===== config.mk =====
export PLATFORM = sky130hd
export DESIGN_NAME = hld_div_ctrl
export DESIGN_NICKNAME = d
export VERILOG_FILES = /design/src/rtl/hld_div_ctrl.sv
export SDC_FILE = /design/constraint.sdc
export NUM_CORES = 1
export LEC_CHECK = 0
export CAP_MARGIN = 20
export CORE_ASPECT_RATIO = 0.7
export CORE_UTILIZATION = 40
export DETAILED_ROUTE_END_ITERATION = 10
export GPL_TIMING_DRIVEN = 1
export HOLD_SLACK_MARGIN = 0.06
export SLEW_MARGIN = 5
export SYNTH_ARGS = -nofsm -noshare
export SYNTH_HDL_FRONTEND = slang
export SYNTH_SLANG_ARGS = --single-unit

===== constraint.sdc =====
create_clock -name clk -period 7.2 [get_ports clk]
set_input_delay 1.8 -clock clk [delete_from_list [all_inputs] [get_ports clk]]
set_output_delay 1.8 -clock clk [all_outputs]
set_load 0.03 [all_outputs]

===== src/rtl/hld_div_ctrl.sv =====
// hld_div_ctrl: modulo-N DIV_M frame strobe and M select with glitch-free reconfiguration at frame boundaries
module hld_div_ctrl #(
  parameter int CNT_W        = 6,
  parameter int N_DEFAULT    = 4,
  parameter bit MODE_DEFAULT = 1'b0
) (
  input  logic             clk,
  input  logic             rst,
  input  logic             en,
  input  logic             cfg_load,
  input  logic [CNT_W-1:0] cfg_n,
  input  logic             cfg_mode,
  output logic             DIV_M,
  output logic             M,
  output logic [CNT_W-1:0] phase,
  output logic             frame_tog,
  output logic             cfg_ack,
  output logic             cfg_err
);
  typedef enum logic [1:0] {IDLE, RUN, SWITCH} state_t;
  state_t state_q, state_d;
  logic [CNT_W-1:0] cnt_q, cnt_d, n_act_q, n_act_d, pend_n_q, pend_n_d;
  logic m_q, m_d, pend_q, pend_d, pend_mode_q, pend_mode_d;
  logic tog_q, tog_d, div_q, div_d, ack_q, ack_d, err_q, err_d;
  logic load_ok, wrap;
  always_comb begin
    load_ok     = cfg_load && (cfg_n >= CNT_W'(2));
    wrap        = (state_q == RUN) && (cnt_q == n_act_q - CNT_W'(1));
    state_d     = state_q;
    cnt_d       = cnt_q;
    n_act_d     = n_act_q;
    m_d         = m_q;
    pend_d      = pend_q;
    pend_n_d    = pend_n_q;
    pend_mode_d = pend_mode_q;
    tog_d       = tog_q;
    ack_d       = 1'b0;
    err_d       = cfg_load && !load_ok;
    case (state_q)
      IDLE: begin
        cnt_d   = '0;
        state_d = en ? RUN : IDLE;
        if (load_ok) begin
          n_act_d = cfg_n;
          m_d     = cfg_mode;
          pend_d  = 1'b0;
          ack_d   = 1'b1;
        end
      end
      RUN: begin
        cnt_d = wrap ? '0 : cnt_q + CNT_W'(1);
        tog_d = tog_q ^ wrap;
        if (wrap && pend_q) begin
          state_d = SWITCH;
          n_act_d = pend_n_q;
          m_d     = pend_mode_q;
          pend_d  = 1'b0;
          ack_d   = 1'b1;
        end else if (wrap && !en) begin
          state_d = IDLE;
        end
      end
      default: begin
        cnt_d   = '0;
        state_d = en ? RUN : IDLE;
      end
    endcase
    // a load outside IDLE always becomes (or replaces) the pending config
    if (load_ok && state_q != IDLE) begin
      pend_d      = 1'b1;
      pend_n_d    = cfg_n;
      pend_mode_d = cfg_mode;
    end
    div_d = (state_d == RUN) && (cnt_d == n_act_d - CNT_W'(1));
  end
  always_ff @(posedge clk) begin
    if (rst) begin
      state_q     <= IDLE;
      cnt_q       <= '0;
      n_act_q     <= CNT_W'(N_DEFAULT);
      m_q         <= MODE_DEFAULT;
      pend_q      <= 1'b0;
      pend_n_q    <= '0;
      pend_mode_q <= 1'b0;
      tog_q       <= 1'b0;
      div_q       <= 1'b0;
      ack_q       <= 1'b0;
      err_q       <= 1'b0;
    end else begin
      state_q     <= state_d;
      cnt_q       <= cnt_d;
      n_act_q     <= n_act_d;
      m_q         <= m_d;
      pend_q      <= pend_d;
      pend_n_q    <= pend_n_d;
      pend_mode_q <= pend_mode_d;
      tog_q       <= tog_d;
      div_q       <= div_d;
      ack_q       <= ack_d;
      err_q       <= err_d;
    end
  end
  assign DIV_M     = div_q;
  assign M         = m_q;
  assign phase     = cnt_q;
  assign frame_tog = tog_q;
  assign cfg_ack   = ack_q;
  assign cfg_err   = err_q;
endmodule


==> out/metrics.yaml <==
timing.final.ws_setup_ns: 2.29
synth_cells: 169
final_area_um2: 1890
holdBufCountCts: 0
die_y_um: 54.8
pin_count: 22
maxCapViolCount: 0
fp-row-count: 18
antenna_found_initial: 0
cts_sinks: 27
yosys_register_bits: 27
worstHoldPathCells: 2
arrival_ns: 5.14
p_comb_share_pct: 22.7
crit_path_max_incr_delay_ns: 0.58
hp-class: "reg2reg"
placedInstanceArea_um2: 1850
die_width_um: 77.5
finalPower_w: 0.000327
grt_pass1_vias: 1197
power_density_nw_per_um2: 173
slowest_stage: "or4b_2"
wl_um: 3960
async_flop_share_pct: 0
core_area_um2: 3670
antenna_cells: 0
fin_skew_ns: 0.0100
path_cells: "clkdlybuf4s50_1, or4_1, or2_1, and3_4, and2_4, a221oi_4, ha_1, or4b_2, mux2_2, o31ai_1, o2111a_1"
grtUsageTotal_pct: 19.8
ys_seq_area_share_pct: 33.9
cts.clk_slew.worst_paths_ns: 0.10
gp_congestion: 0.800
outcome: "finished, final reports clean"
viasPerCell: 5.64
drt_pass1_iterations: 4
grt_first_pass_wirelength_um: 6290
die_area_um2: 4250
cts_max_path_buffers: 2
grt_max_degree: 27
htree_num_levels: 1
syn2layout_area_growth_pct: 18.5
p_seq_share_pct: 49.3
dp_slack_ns: 2.02
overflow: 0
worstSetupPathType: "in2reg"
ys_warn_count: 0
drt-wirelength-per-cell_um: 16.6
critPathRequiredTime_ns: 7.43
start_kind: "input pin"
cts_resized: 0
drive_gt1_share_pct: 12.2
finalSetupViolCount: 0
clk_latency_ns: 0.28
synth_cell_types: 59
synthFlopType: "dfxtp_1"
p_leak_nw: 0.714
initial_core_util_pct: 43.5
worst_pin_slew_ns: 1.01
holdWs_ns: 0.467
final_nets: 204
synth-edff-count: 0
clockPowerShare_pct: 28.0
setup_tns_ns: 0
drc: 0
fin_crit_sh_pct: 68.2
p_switching_w: 0.0000997
cp_max_fo: 8
switching_share_pct: 30.5
cts_root_buf: "clkbuf_8"
rr_worst_depth: 12
numPortBuffers: 21
synthesis.area_um2: 1600
cts_setup_buffers: 0
regToRegSetupSlack_ns: 3.50
cts_made_buffers: 3
cts_tree: "built"
postRouteAntennaNets: 0
hpwl_um: 3030
drtIter0Drc: 126
slew_viol_final: 0
synth_nets: 183
vias: 1347
finalHoldViolCount: 0
ir_worst_vdd_uv: 154
endpoint_kind: "flop"
layout_min_cycle_time_ns: 4.91
intPower_w: 0.000227
rsz0062_at_grt: "false"
relSlewSlack_pct: 32.3
avgSynthCellArea_um2: 9.44
fmax_ghz: 0.204
## cells in the final DEF, fill, tap and decap left out, types with 2 or more instances in the layout
master	count
inv_1	3
xor2_1	4
clkbuf_8	3
or2_1	3
clkdlybuf4s50_1	21
nand3_1	2
nor2_1	21
nand2b_1	2
mux2i_1	7
a211oi_1	2
o211ai_1	6
a311o_1	2
a21oi_1	4
nor2b_1	6
a31o_2	2
nor3b_1	2
and3_1	7
xnor2_1	9
o21ai_1	2
ha_1	3
nor3_1	9
nand2_1	5
o211a_1	2
dfxtp_1	27
## critical path: cells and delay by family
family	cells	cell delay, ns
AO/OA/AOI/OAI	3	0.60
adder cells (fa/ha/maj)	1	0.23
buffers and inverters	1	0.45
multiplexers	1	0.28
AND/OR/NAND/NOR	5	1.78
## power groups by stage
stage / Clock, W / Sequential, W / Combinational, W
floorplan: 0 / 0.000165 / 0.0000513
global placement: 0 / 0.000164 / 0.0000719
detailed placement: 0 / 0.000164 / 0.0000732
CTS: 0.0000917 / 0.000161 / 0.0000737
global route: 0.0000984 / 0.000162 / 0.0000802
finish: 0.0000917 / 0.000161 / 0.0000742
## cells by family (layout without fill, tap and decap cells)
group	Yosys count	count (layout)	share of synthesized area, %
buffers and inverters	8	28	2.12
adders and majority gates	3	3	2.35
AOI/OAI and AO/OA	40	40	23.8
muxes	8	8	5.10
and+or+nand+nor	70	70	25.6
xor gates and xnor gates	13	13	7.14
DFF	27	27	33.9
## cell type report
cell class	count	area, um^2
clock buffer	4	45.0
multi-input combinational	134	1020
tap	50	62.6
inverter	3	11.3
sequential	27	541
fill	345	1780
timing repair buffer	21	210
## layer usage
metal	wire length [um]	track usage, %	up-vias
li1	-	-	672
met2	1640	29.5	44
met1	2050	28.8	631
met5	0	0	-
met4	0	4.40	0
met3	268	4.67	0
## cells in the mapped netlist (all sizes together), types with 3 or more instances
library cell | count | area (um^2)
dfxtp | 27 | 541
nor2 | 22 | 85.1
nor3 | 9 | 45.0
xnor2 | 9 | 78.8
and3 | 8 | 55.1
mux2i | 7 | 70.1
a21oi | 6 | 45.1
nor2b | 6 | 37.5
o211ai | 6 | 45.0
nand2 | 5 | 18.8
xor2 | 4 | 35.0
a31oi | 3 | 40.0
clkbuf | 3 | 11.3
ha | 3 | 37.5
inv | 3 | 11.3
o211a | 3 | 37.5
o21ai | 3 | 15.0
or2 | 3 | 18.8
## per-stage QoR
stage	instances	utilization [%]
global placement	235	50.3
finish	239	51.5
CTS	239	51.5
floorplan	169	-
detailed placement	235	50.3
global route	239	51.5
## registers in the layout, indices dropped and copies added (netlist names)
signal and flops:
DIV_M 1, M 1, cfg_ack 1, cfg_err 1, frame_tog 1, n_act_q 6, pend_mode_q 1, pend_n_q 6
pend_q 1, phase 6, state_q 2
## final timing paths
path | startpoint | end
worst max-delay path | cfg_n[1] | DIV_M
worst min-delay path | pend_q | pend_q
worst max register to register | n_act_q[0] | DIV_M
worst min register to register | pend_q | pend_q
No activity file was read; power rests on OpenSTA's default activity.
